`config.mk`:
```
export PLATFORM = sky130hd
export DESIGN_NAME = pll_reconfig_seq
export DESIGN_NICKNAME = d
export VERILOG_FILES = /design/src/rtl/pll_reconfig_seq.sv
export SDC_FILE = /design/constraint.sdc
export NUM_CORES = 1
export LEC_CHECK = 0
export BUFFER_PORTS_ARGS = -buffer_cell sky130_fd_sc_hd__buf_2
export CAP_MARGIN = 30
export CELL_PAD_IN_SITES_DETAIL_PLACEMENT = 0
export CELL_PAD_IN_SITES_GLOBAL_PLACEMENT = 1
export CORE_ASPECT_RATIO = 1.4
export CORE_MARGIN = 3
export CORE_UTILIZATION = 35
export CTS_BUF_LIST = sky130_fd_sc_hd__clkbuf_8
export DETAILED_ROUTE_END_ITERATION = 8
export PLACE_DENSITY_LB_ADDON = 0.1
export SLEW_MARGIN = 20
export SYNTH_ARGS = -nofsm -noshare
export SYNTH_HDL_FRONTEND = slang
export SYNTH_SLANG_ARGS = --single-unit
```
`constraint.sdc`:
```
create_clock -name clk -period 2.46 [get_ports clk]
set_input_delay 0.246 -clock clk [delete_from_list [all_inputs] [get_ports clk]]
set_output_delay 0.246 -clock clk [all_outputs]
set_load 0.02 [all_outputs]
```
`src/rtl/pll_reconfig_seq.sv`:
```
// pll_reconfig_seq: sequences one PLL reconfiguration as a burst of register
// writes (mode, N, M, C[, K], start) into the PLL config FIFO, then waits a
// fixed settle time for relock before pulsing done.
// Optional feature macro: PLL_FRAC_EN adds the fractional-N K write (addr 7).
module pll_reconfig_seq #(
  parameter int SETTLE_CYCLES = 4096,
  parameter int C_SEL         = 0
) (
  input  logic        clk,
  input  logic        reset,
  input  logic        req,
  input  logic [17:0] cfg_n,
  input  logic [17:0] cfg_m,
  input  logic [17:0] cfg_c0,
  input  logic [31:0] cfg_k,
  output logic [5:0]  pll_addr,
  output logic [31:0] pll_value,
  output logic        pll_write,
  input  logic        pll_busy,
  output logic        busy,
  output logic        done
);

  typedef enum logic [1:0] {
    IDLE   = 2'd0,
    WRITE  = 2'd1,
    SETTLE = 2'd2,
    DONE   = 2'd3
  } state_t;

  // One captured request; K only exists when the fractional write is built in.
  typedef struct packed {
`ifdef PLL_FRAC_EN
    logic [31:0] k;
`endif
    logic [17:0] n;
    logic [17:0] m;
    logic [17:0] c0;
  } cfg_t;

`ifdef PLL_FRAC_EN
  localparam logic [2:0] LAST_IDX = 3'd5;
`else
  localparam logic [2:0] LAST_IDX = 3'd4;
`endif

  localparam int CW = (SETTLE_CYCLES > 1) ? $clog2(SETTLE_CYCLES) : 1;
  localparam logic [CW-1:0] SETTLE_LAST = CW'(SETTLE_CYCLES - 1);
  localparam logic [4:0]    C_SEL_BITS  = 5'(C_SEL);

  state_t        state_reg, state_next;
  logic [2:0]    idx_reg, idx_next;
  logic [CW-1:0] settle_reg, settle_next;
  cfg_t          shadow_reg, shadow_next;
  cfg_t          pend_reg, pend_next;
  logic          pending_reg, pending_next;
  cfg_t          cfg_in;

  // Pack the live request inputs into the shadow format.
  always_comb begin
    cfg_in.n  = cfg_n;
    cfg_in.m  = cfg_m;
    cfg_in.c0 = cfg_c0;
`ifdef PLL_FRAC_EN
    cfg_in.k  = cfg_k;
`endif
  end

`ifndef PLL_FRAC_EN
  // Integer-N build: K has no destination.
  logic unused_k;
  assign unused_k = ^cfg_k;
`endif

  // State, table index, settle counter and both shadow copies.
  always_ff @(posedge clk) begin
    if (reset) begin
      state_reg   <= IDLE;
      idx_reg     <= 3'd0;
      settle_reg  <= '0;
      shadow_reg  <= '0;
      pend_reg    <= '0;
      pending_reg <= 1'b0;
    end else begin
      state_reg   <= state_next;
      idx_reg     <= idx_next;
      settle_reg  <= settle_next;
      shadow_reg  <= shadow_next;
      pend_reg    <= pend_next;
      pending_reg <= pending_next;
    end
  end

  // Next-state logic, write strobe and status outputs.
  always_comb begin
    state_next   = state_reg;
    idx_next     = idx_reg;
    settle_next  = settle_reg;
    shadow_next  = shadow_reg;
    pend_next    = pend_reg;
    pending_next = pending_reg;
    pll_write    = 1'b0;
    busy         = 1'b0;
    done         = 1'b0;

    case (state_reg)
      IDLE: begin
        // A fresh req is newer than anything left pending, so it wins.
        if (req) begin
          shadow_next  = cfg_in;
          pending_next = 1'b0;
          idx_next     = 3'd0;
          state_next   = WRITE;
        end else if (pending_reg) begin
          shadow_next  = pend_reg;
          pending_next = 1'b0;
          idx_next     = 3'd0;
          state_next   = WRITE;
        end
      end
      WRITE: begin
        busy      = 1'b1;
        pll_write = ~pll_busy;
        // idx only moves on a cycle that actually wrote, so a FIFO stall
        // neither drops nor repeats an entry.
        if (!pll_busy) begin
          if (idx_reg == LAST_IDX) begin
            settle_next = '0;
            state_next  = SETTLE;
          end else begin
            idx_next = idx_reg + 3'd1;
          end
        end
      end
      SETTLE: begin
        busy = 1'b1;
        if (settle_reg == SETTLE_LAST) begin
          state_next = DONE;
        end else begin
          settle_next = settle_reg + 1'b1;
        end
      end
      DONE: begin
        done       = 1'b1;
        state_next = IDLE;
      end
      default: state_next = IDLE;
    endcase

    // Requests that arrive while a burst is in flight (including DONE) are
    // parked; only the most recent one survives.
    if (req && (state_reg != IDLE)) begin
      pend_next    = cfg_in;
      pending_next = 1'b1;
    end
  end

  // Write table: address/data for the current entry, zero outside WRITE.
  always_comb begin
    pll_addr  = 6'd0;
    pll_value = 32'd0;
    if (state_reg == WRITE) begin
      case (idx_reg)
        3'd0: begin
          pll_addr  = 6'd0;
          pll_value = 32'h0;
        end
        3'd1: begin
          pll_addr  = 6'd3;
          pll_value = {14'b0, shadow_reg.n};
        end
        3'd2: begin
          pll_addr  = 6'd4;
          pll_value = {14'b0, shadow_reg.m};
        end
        3'd3: begin
          pll_addr  = 6'd5;
          pll_value = {9'b0, C_SEL_BITS, shadow_reg.c0};
        end
`ifdef PLL_FRAC_EN
        3'd4: begin
          pll_addr  = 6'd7;
          pll_value = shadow_reg.k;
        end
        3'd5: begin
          pll_addr  = 6'd2;
          pll_value = 32'h1;
        end
`else
        3'd4: begin
          pll_addr  = 6'd2;
          pll_value = 32'h1;
        end
`endif
        default: begin
          pll_addr  = 6'd0;
          pll_value = 32'h0;
        end
      endcase
    end
  end

endmodule

```
==> out/qor.csv <==
metric,value,unit
dp_hpwl,10600,um
drt_first_pass_iters,7,
setup_viol,0,
rows,55,
antenna_found_initial,0,
hold_viol_final,0,
syn_area,0.005782,sq mm
cts_tree,yes,
rsz0062_at_grt,no,
clkTransAtPathRegs,0.07,ns
cts_buffers,17,
critPathCaptureType,primary output,
antenna_left,0,
worstMarginPinSlew,0.7690,ns
setup_slack,0.1512,ns
dpl_cell_area,0.006255,sq mm
area_delta_synth_final,14.89,%
clk_latency,0.43,ns
synth-async-reset-ratio,0,%
p_seq_share,43.4,%
wire_per_inst,17.18,um
total_power,6.583,mW
viasPerCell,5.274,
final_util,41.08,%
antenna_cells,0,
status,completed,
drc,0,
fin_setup_tns,0,ns
synth_edf_count,0,
yosys_warnings,0,
synth_ff_type,dfxtp_1,
p_leak,2.628,nW
p_sw,2.371,mW
place.gp.congestion,0.7793,
drive_above_1_share,17.54,%
yosysMostFrequentCell,dfxtp_1,
die_w,114.6,um
crit_required,2.21,ns
die_h,158.1,um
crit_type,reg -> out,
cts_setup_buffers,0,
critPathArrivalTime,2.06,ns
power.density,991.0,mW/mm^2
overflow,0,
swShare,36.02,%
synth_top_area_share,43.63,%
grt_pass1_vias,4666,
combinationalPowerShare,30.7,%
dieArea,0.01812,sq mm
core,0.01617,sq mm
synthTopCellsByArea,"dfxtp_1 (44%), mux2i_1 (9.5%), nand2_1 (7.7%)",
cts_buffer_depth,2,
vias,4958,
ys_top_cells_by_count,"dfxtp_1 (126), nand2_1 (118), nor2_1 (80)",
ys_seq_elements,126,
design_area,0.006643,sq mm
synthDistinctLibCells,46,
p_clk_share,26.0,%
initial_core_util,35.75,%
syn_inst,679,
finalWirelength,16150,um
post-route-min-period,2.309,ns
multiInputGateArea,0.002937,sq mm
drt_iter0_drc,401,
cts.sink_count,126,
grt_max_degree,109,
drv_slew,0,
hold_path_class,in -> reg,
fin_nets,831,
fmax,433.1,MHz
syn_area_per_cell,8.515,sq um
post-place-ws,0.4563,ns
peakVddDrop,704.9,uV
hold_buffers,0,
cts_root_buffer,clkbuf_8,
yosysSeqAreaShare,43.63,%
p_int,4.212,mW
cp-start-kind,flop,
synth_top_area_cell,dfxtp_1,
numPortBuffers,81,
grt_pass1_wl,25270,um
cts-htree-levels,4,
maxCapViolations,0,
fillers,1660,
fin_skew,0.008081,ns
slew_headroom,48.73,%
register_area,0.002525,sq mm
grt_usage,17.90,%
ios,131,
cp_max_fo,18,
period_share,93.85,%
[cell usage in the layout, fill, tap and decap left out, drive strengths merged, types with 11 or more instances in the layout]
cell type  instances
inv               11
a222oi            18
dfxtp            126
nor2              80
a21oi             65
buf               90
conb              17
a211oi            57
nand2            118
mux2i             56
clkbuf            19
[worst paths after layout]
| path | startpoint | endpoint | slack [ns] | cells past startpoint |
|---|---|---|---|---|
| max | idx_reg[0]$_SDFFE_PP0P_ | pll_value[4] | 0.15 | 7 |
| min | cfg_n[3] | pend_reg[39]$_SDFFE_PP0P_ | 0.05 | 3 |
| max reg2reg | state_reg[0]$_SDFFE_PP0P_ | settle_reg[6]$_SDFFE_PP0P_ | 0.45 | 5 |
| min reg2reg | pend_reg[4]$_SDFFE_PP0P_ | pend_reg[4]$_SDFFE_PP0P_ | 0.45 | 2 |
[metal layers]
metal / routed length [um] / global-route usage (%)
met1: 7021 / 22.63
met2: 8162 / 29.89
met3: 606 / 3.327
met4: 356 / 7.357
met5: 0 / 0
[kinds of logic after synthesis]
group / share of synthesized area, %
AND/OR/NAND/NOR: 17.12
multiplexers: 9.955
flip-flops: 43.63
adder cells (fa/ha/maj): 2.164
other: 0.06486
AO/OA/AOI/OAI: 19.95
buffers and inverters: 7.120
[repair_timing]
action / in CTS / in global routing
gates resized for setup: 1 / 6
pin swaps: 0 / 4
setup endpoints to repair: 4 / 18
[metrics by stage]
| stage | instances | hold slack, ns |
|---|---|---|
| finish | 940 | 0.05481 |
| global route | 940 | 0.03171 |
| CTS | 940 | 0.01901 |
| detailed placement | 911 | 0.4456 |
| global placement | 911 | 0.4408 |
| floorplan | 695 | 0.3820 |
[power by group through the flow]
| stage | Combinational (mW) | Sequential (mW) | Clock, mW |
|---|---|---|---|
| 6_report | 2.02 | 2.86 | 1.71 |
| 5_1_grt | 2.28 | 2.91 | 1.86 |
| 4_1_cts | 2.04 | 2.86 | 1.76 |
| 3_5_place_dp | 2.03 | 2.91 | 0 |
| 3_3_place_gp | 1.99 | 2.89 | 0 |
| 2_1_floorplan | 1.56 | 2.78 | 0 |
[layout make-up]
class                   instances  share of cell area, %
flip-flops and latches        126                  38.01
clock buffers                  19                  3.937
repair buffers                 90                  8.118
inverters                       8                 0.4521
well taps                     199                  3.748
clock inverters                10                  1.526
multi-input cells             488                  44.21
[critical path: stages (launching register included)]
cell and delay, ns:
dfxtp_2 0.35, inv_1 0.08, ha_1 0.19, nor2b_1 0.14, buf_6 0.18, a222oi_1 0.44, nor2_1 0.09, buf_2 0.17
Power figures use the tool's default switching activity.
